$ cat src/rtl/field_narrow.sv
// field_narrow: pipelined narrowing unit for the 8-bit MIPS datapath.
// Accepts IN_W-bit values over valid/ready, emits OUT_W-bit fields through a
// 2-entry output buffer, flags values that lose bits when narrowed and keeps
// a saturating count of such values.
// Build option: define FIELD_NARROW_SAT_EN to clamp overflowing values to all
// ones instead of truncating them.
module field_narrow #(
  parameter int IN_W  = 5,
  parameter int OUT_W = 3,
  parameter int CNT_W = 8
) (
  input  logic             clk,
  input  logic             rst_n,
  input  logic             in_valid,
  output logic             in_ready,
  input  logic [IN_W-1:0]  in_data,
  output logic             out_valid,
  input  logic             out_ready,
  output logic [OUT_W-1:0] out_data,
  output logic             out_ovf,
  input  logic             ovf_clr,
  output logic [CNT_W-1:0] ovf_count
);

  typedef enum logic [1:0] {
    ST_EMPTY = 2'd0,
    ST_ONE   = 2'd1,
    ST_TWO   = 2'd2
  } occ_e;

  localparam logic [CNT_W-1:0] CNT_MAX = {CNT_W{1'b1}};

  occ_e             state_q;
  logic [OUT_W-1:0] head_data_q;
  logic             head_ovf_q;
  logic [OUT_W-1:0] tail_data_q;
  logic             tail_ovf_q;
  logic [CNT_W-1:0] ovf_count_q;
  logic [CNT_W-1:0] ovf_count_d;

  logic             push;
  logic             pop;
  logic             new_ovf;
  logic [OUT_W-1:0] new_data;

  // Handshake decode; ready/valid depend only on registered occupancy.
  assign in_ready  = (state_q != ST_TWO);
  assign out_valid = (state_q != ST_EMPTY);
  assign push      = in_valid & in_ready;
  assign pop       = out_valid & out_ready;
  assign out_data  = head_data_q;
  assign out_ovf   = head_ovf_q;
  assign ovf_count = ovf_count_q;

  // Narrow the incoming value and detect bits lost above the field.
  always_comb begin
    new_ovf  = |in_data[IN_W-1:OUT_W];
    new_data = in_data[OUT_W-1:0];
`ifdef FIELD_NARROW_SAT_EN
    if (new_ovf) begin
      new_data = {OUT_W{1'b1}};
    end else begin
      new_data = in_data[OUT_W-1:0];
    end
`endif
  end

  // Occupancy FSM with head/tail entry storage; the head drives the outputs.
  always_ff @(posedge clk or negedge rst_n) begin
    if (!rst_n) begin
      state_q     <= ST_EMPTY;
      head_data_q <= {OUT_W{1'b0}};
      head_ovf_q  <= 1'b0;
      tail_data_q <= {OUT_W{1'b0}};
      tail_ovf_q  <= 1'b0;
    end else begin
      case (state_q)
        ST_EMPTY: begin
          if (push) begin
            head_data_q <= new_data;
            head_ovf_q  <= new_ovf;
            state_q     <= ST_ONE;
          end
        end
        ST_ONE: begin
          if (push && !pop) begin
            tail_data_q <= new_data;
            tail_ovf_q  <= new_ovf;
            state_q     <= ST_TWO;
          end else if (push && pop) begin
            // Head consumed this cycle; the new entry replaces it directly.
            head_data_q <= new_data;
            head_ovf_q  <= new_ovf;
          end else if (pop) begin
            state_q <= ST_EMPTY;
          end
        end
        ST_TWO: begin
          // No push can occur here because in_ready is low.
          if (pop) begin
            head_data_q <= tail_data_q;
            head_ovf_q  <= tail_ovf_q;
            state_q     <= ST_ONE;
          end
        end
        default: begin
          state_q <= ST_EMPTY;
        end
      endcase
    end
  end

  // Next overflow count: clear wins over hold, but an overflowing push is kept.
  always_comb begin
    ovf_count_d = ovf_count_q;
    if (ovf_clr) begin
      if (push && new_ovf) begin
        ovf_count_d = {{(CNT_W-1){1'b0}}, 1'b1};
      end else begin
        ovf_count_d = {CNT_W{1'b0}};
      end
    end else if (push && new_ovf && (ovf_count_q != CNT_MAX)) begin
      ovf_count_d = ovf_count_q + {{(CNT_W-1){1'b0}}, 1'b1};
    end else begin
      ovf_count_d = ovf_count_q;
    end
  end

  // Overflow counter register.
  always_ff @(posedge clk or negedge rst_n) begin
    if (!rst_n) begin
      ovf_count_q <= {CNT_W{1'b0}};
    end else begin
      ovf_count_q <= ovf_count_d;
    end
  end

endmodule

$ cat config.mk
export PLATFORM = sky130hd
export DESIGN_NAME = field_narrow
export DESIGN_NICKNAME = d
export VERILOG_FILES = /design/src/rtl/field_narrow.sv
export SDC_FILE = /design/constraint.sdc
export NUM_CORES = 1
export LEC_CHECK = 0
export ABC_AREA = 1
export CAP_MARGIN = 20
export CORE_UTILIZATION = 47
export DETAILED_ROUTE_END_ITERATION = 16
export GPL_ROUTABILITY_DRIVEN = 0
export PLACE_DENSITY = 0.81
export SLEW_MARGIN = 30
export SYNTH_ARGS = -nofsm -noshare
export SYNTH_HDL_FRONTEND = slang
export SYNTH_SLANG_ARGS = --single-unit
$ cat constraint.sdc
create_clock -name clk -period 1.51 [get_ports clk]
set_input_delay 0.2265 -clock clk [delete_from_list [all_inputs] [get_ports clk]]
set_output_delay 0.2265 -clock clk [all_outputs]
set_load 0.01 [all_outputs]
Word level (Yosys, flattened, before mapping). Cells that the tools add are included.

Register bits: 18. Input port bits: 10. Output and inout port bits: 14. Logic and storage cells: 51.

Add/subtract/negate cells: 1. Equal/unequal tests: 10. Mux-type cells: 19. Bitwise operators: 2. Reduce and logical (&&, ||, !) cells: 13.

Operators with widths (number): 2-to-1 mux 8 bit (2); 2-to-1 mux 3 bit (4); 2-to-1 mux 2 bit (5); != test 2 bit, second input constant (5); case mux 3 bit (3 select lines) (1); adder 8 x 1 -> 8 bit, second input constant (1); != test 8 bit, second input constant (1); != test 3 bit, second input constant (2); case mux 2 bit (3 select lines) (1); 2-to-1 mux 1 bit (5); AND reduction 5 bit (1); logical AND 1 bit (4); AND reduction 4 bit (1); nonzero test 2 bit (2); case mux 1 bit (3 select lines) (1); nonzero test 3 bit (1); bitwise AND 1 bit (2); == test 2 x 1 -> 1 bit, second input constant (1); == test 2 bit, second input constant (1); zero test 2 bit (1); AND reduction 2 bit (1); OR reduction 2 bit (1); zero test 1 bit (1).

Depth between registers and ports, before layout. Gate-level depths: netlist of run 1.

Depth in word-level cells: 6. Gate-level depth with buffers: 7. Gate-level depth less buffers: 7.

Least setup slack after synthesis of run 1. Ideal clock, no wire load.

Path kind: reg-to-reg. From: reg ovf_count_q[1], in the netlist ovf_count[1]. To: reg ovf_count_q[6], in the netlist ovf_count[6]. Setup time: 0.074 ns. Data arrival time: 1.191 ns. Data required time: 1.436 ns. Setup slack: 0.245 ns. Stages on the path, launching flop included: 8. Buffers on the path: 0. Clock period less this slack: 1.265 ns. Path through: dfrtp_1 > ha_1 > nand2_2 > nor2_2 > nand2_2 > nand2_2 > nand3_1 > o21ai_2.

Longest elaborated chain between the ends: 3. Elaborated cells between the ends (all ways): 6. Classes of those cells: add/sub (1); eq/ne (1); mux (2); reduce/logical (2).

RTL lines: start, declared (RTL line 38) `logic [CNT_W-1:0] ovf_count_q;`; start signal, assigned (RTL line 132) `ovf_count_q <= {CNT_W{1'b0}};`; start signal, assigned (RTL line 134) `ovf_count_q <= ovf_count_d;`; adder 8 x 1 -> 8 bit or != test 8 bit (tied branches) (RTL line 123, 122); 2-to-1 mux 8 bit or logical AND 1 bit (tied branches) (RTL line 122) `end else if (push && new_ovf && (ovf_count_q != CNT_MAX)) begin`; 2-to-1 mux 8 bit or nonzero test 2 bit (tied branches).

Parallel ways exist; a longest one is shown, timed or not. The select of a mux whose other input is x is not followed. A chain may end at the register's enable or synchronous reset.

Worst setup path in the final report of run 1.
From: reg ovf_count_q[0], in the netlist ovf_count[0]. To: out ovf_count[0].

RTL lines: end, declared (RTL line 22) `output logic [CNT_W-1:0] ovf_count`.

No word-level cell between the ends.

==> results of run 1 <==
per-layer routing:
metal | vias up | share of wire | global-route usage
met5 | - | 0 | 0
met4 | 0 | 0.016 | 0.0857
met3 | 4 | 0.024 | 0.0500
met2 | 14 | 0.50 | 0.293
met1 | 423 | 0.46 | 0.295
li1 | 474 | - | -
through the flow:
| step | hold WS (ns) | cell area [um2] | std cells |
|---|---|---|---|
| finish | 0.249 | 1340 | 184 |
| detailed placement | 0.477 | 1250 | 173 |
| CTS | 0.254 | 1330 | 183 |
| global route | 0.263 | 1340 | 184 |
| global placement | 0.465 | 1250 | 173 |
| floorplan | -0.0691 | 968 | 121 |
flip-flops by register name (all words and copies together), names as in the netlist:
signal	flops
state_q	2
ovf_count	8
tail_data_q	3
tail_ovf_q	1
out_ovf	1
out_data	3
logic make-up after synthesis:
family	after synthesis	share of synthesized area
AO/OA/AOI/OAI	23	0.127
XOR/XNOR	2	0.0181
adder cells (fa/ha/maj)	1	0.0129
buffers and inverters	14	0.0543
flip-flops	18	0.465
AND/OR/NAND/NOR	63	0.323
placed cells by master (no fill, tap or decap), types with 5 or more instances in the layout:
master	synthesis	routed
nand2_1	26	26
clkdlybuf4s50_1	0	19
dfrtp_1	18	16
nand3_1	15	15
o21ai_0	14	14
inv_1	12	12
nor2_1	13	12
buf_4	0	10
o21ai_1	5	5
where the power goes:
part	total, mW	leakage, nW	internal [mW]	switching, mW
logic	0.439	0.387	0.222	0.217
clock network	0.233	0.0138	0.0928	0.141
registers	0.658	0.229	0.587	0.0707
what timing repair did:
item,in CTS,in global routing
pin swaps,1,0
endpoints found under the setup margin,8,2
endpoints found under the hold margin,0,0
buffers inserted,7,1
resized for setup,7,1
final cells by class:
cell class	instances	area, um2	area share
sequential	18	453	0.338
tap	27	33.8	0.0252
inverter	14	52.6	0.0393
clock buffer	3	22.5	0.0168
multi-input combinational	89	473	0.353
timing repair buffer	33	304	0.227
worst max path at each step:
| stage | end |
|---|---|
| floorplan | ovf_count[6]$_DFFE_PN0P_ |
| global placement | ovf_count[0]$_DFFE_PN0P_ |
| detailed placement | ovf_count[3]$_DFFE_PN0P_ |
| CTS | ovf_count[0] |
| global route | ovf_count[0] |
| finish | ovf_count[0] |
synth_stat cells (2+ instances only):
| library cell | count | area (um2) |
|---|---|---|
| nand2_1 | 26 | 97.6 |
| dfrtp_1 | 18 | 450 |
| nand3_1 | 15 | 75.1 |
| o21ai_0 | 14 | 70.1 |
| nor2_1 | 13 | 48.8 |
| inv_1 | 12 | 45.0 |
| o21ai_1 | 5 | 25.0 |
| nand2_2 | 3 | 18.8 |
| a21oi_1 | 2 | 10.0 |
| nand2_4 | 2 | 22.5 |
| o21ai_2 | 2 | 17.5 |
==> summary by stage, run 1 <==
Outcome
The flow ran to the end, and the final reports show no timing, DRC or antenna violations.

Die
In this run the core area contains 16 standard-cell rows. The horizontal extent of the die is 47.4 um. The initial cell density of the core is 0.499.

The die height is approximately 47 um. The die covers 0.00225 mm2. The number of top-level design ports is 24. The placeable core region is between 0.0015 and 0.002 mm2.

Worst setup path
The number of gates on the worst path with buffers counted is 1. The cell family with the largest share of critical-path delay is buffers and inverters. On the worst path, the slowest cell contributes a delay of about 0.55 ns. The worst setup path is launched from a flop.

STA classifies the critical path endpoint as an output pin. Traced cell by cell, the critical path runs through clkdlybuf4s50_1. The startpoint identified for the worst register-to-register timing path is ovf_count[0]$_DFFE_PN0P_.

The timing startpoint of the critical path is ovf_count[0]$_DFFE_PN0P_. STA puts the critical path data required time at approximately 1.3 ns. In this run the critical register-to-register path is captured at ovf_count[0]$_DFFE_PN0P_. Together, buffers and inverters on the worst path number 1. The classification of the worst setup path is reg -> out. The slowest stage of the critical path belongs to the cell clkdlybuf4s50_1. The maximum fanout count along the critical path is 4. The depth of the worst register-to-register path is 7. The slack of the worst reg-to-reg path is around 0.14 ns. At the worst endpoint, the arrival time is 1.25 ns.

Yosys
The net count of the mapped netlist is roughly 130. The Yosys step of the flow raised 0 warnings. The count of mapped cells out of synthesis is approximately 120. Synthesis instantiated 20 different standard cells from the library.

The post-synthesis sequential element count is 18. The total standard cell area after synthesis is roughly 970 um2. Counting flops with an async set or reset pin after synthesis yields a share of 1.00. Among all flip-flop cells after synthesis, the most frequent one is dfrtp_1. The sequential element share of the synthesized area is 0.465. The synthesized area divided by synthesized cell count is 8.00 um2.

The count of flip-flops with a built-in enable after synthesis is 0.

STA
In this run the tightest slew margin relative to its limit is 0.743. The highest achievable clock rate is approximately 680 MHz. The summed negative setup slack over all endpoints is 0 ns. The final-report setup violation count is 0. Setup repair after global routing left no endpoint under its margin. The minimum clock period is roughly 1.5 ns.

Across the routed clock network, the largest skew measured is roughly 0.00056 ns. At the pin with the least slew margin, the transition time is roughly 0.38 ns. The post-layout worst setup margin is ~0.036 ns. Of the available clock period, the critical path in the final layout requires 0.976. The count of final hold-check violations came to 0.

The max-slew violation count was 0.

CTS
The buffer levels on the longest clock path is 2. TritonCTS built the clock tree. The number of CTS-inserted buffers is 3.

Clock-pin slew was measured on the worst setup and hold paths at ~0.090 ns. The clock net in this run drives a total of 18 sinks. Hold repair after CTS inserted 0 buffers.

The CTS root buffer is clkbuf_4. CTS built an H-tree with a depth of 1. The later pin in the worst-skew pair is clocked with a latency of 0.29 ns.

GRT
Entering global routing, the biggest net connects 19 pins. The number of global-route vias before repair is about 760. The initial antenna violation count came to 0. The global-route usage over all layers is 0.205. For this run the aggregate overflow at the end of global routing stands at 0. The wire length of the first global-routing pass is around 3100 um.

Flow run
The max-cap violation count is 0.

Min path
The path class of the lowest-slack min-delay path is in -> async.

Routing
The number of DRC markers in iteration 0 is 19. After detailed routing, the number of remaining DRC violations is 0. The detail route stage leaves a number of antenna-violating nets equal to 0.

The routed design has roughly 2100 um of wire. The average routed wire per standard cell is 11.3 um. Detailed routing inserted a total of approximately 900 vias.

For this run, the detailed router's first-pass iteration total came to 4. In the routed layout, each cell is associated on average with a via count of 4.97.

Power
The power per cell area is 993 mW/mm2. For this design the static power due to leakage is ~0.63 nW. The worst IR drop on VDD is between 700 and 800 uV. The sum of internal, switching and leakage power is between 1 and 1.5 mW.

Cells and area
Fill cells in the final layout number 166. The repair_antennas step left the layout with diodes totalling 0. The synthesis-to-finish area growth is 38.2%.

The net count of the finished layout is 170. Measured on the finished design, the core utilization comes to 0.689. The ratio of cells with drive above 1 in the final layout is 0.172.

Placed design
Before CTS, the worst setup slack after placement is ~0.012 ns. During placement, the flow inserted port buffers numbering 23. Summed over all nets, the half-perimeter wirelength after detailed placement is about 1500 um.
Note: power is estimated with default switching activity, not from simulation.
==> inputs of run 2 (changes only) <==
REMOVE_ABC_BUFFERS = 1   (was unset)
==> results of run 2 <==
The final DEF is identical to that of run 1; final timing and power are the same.
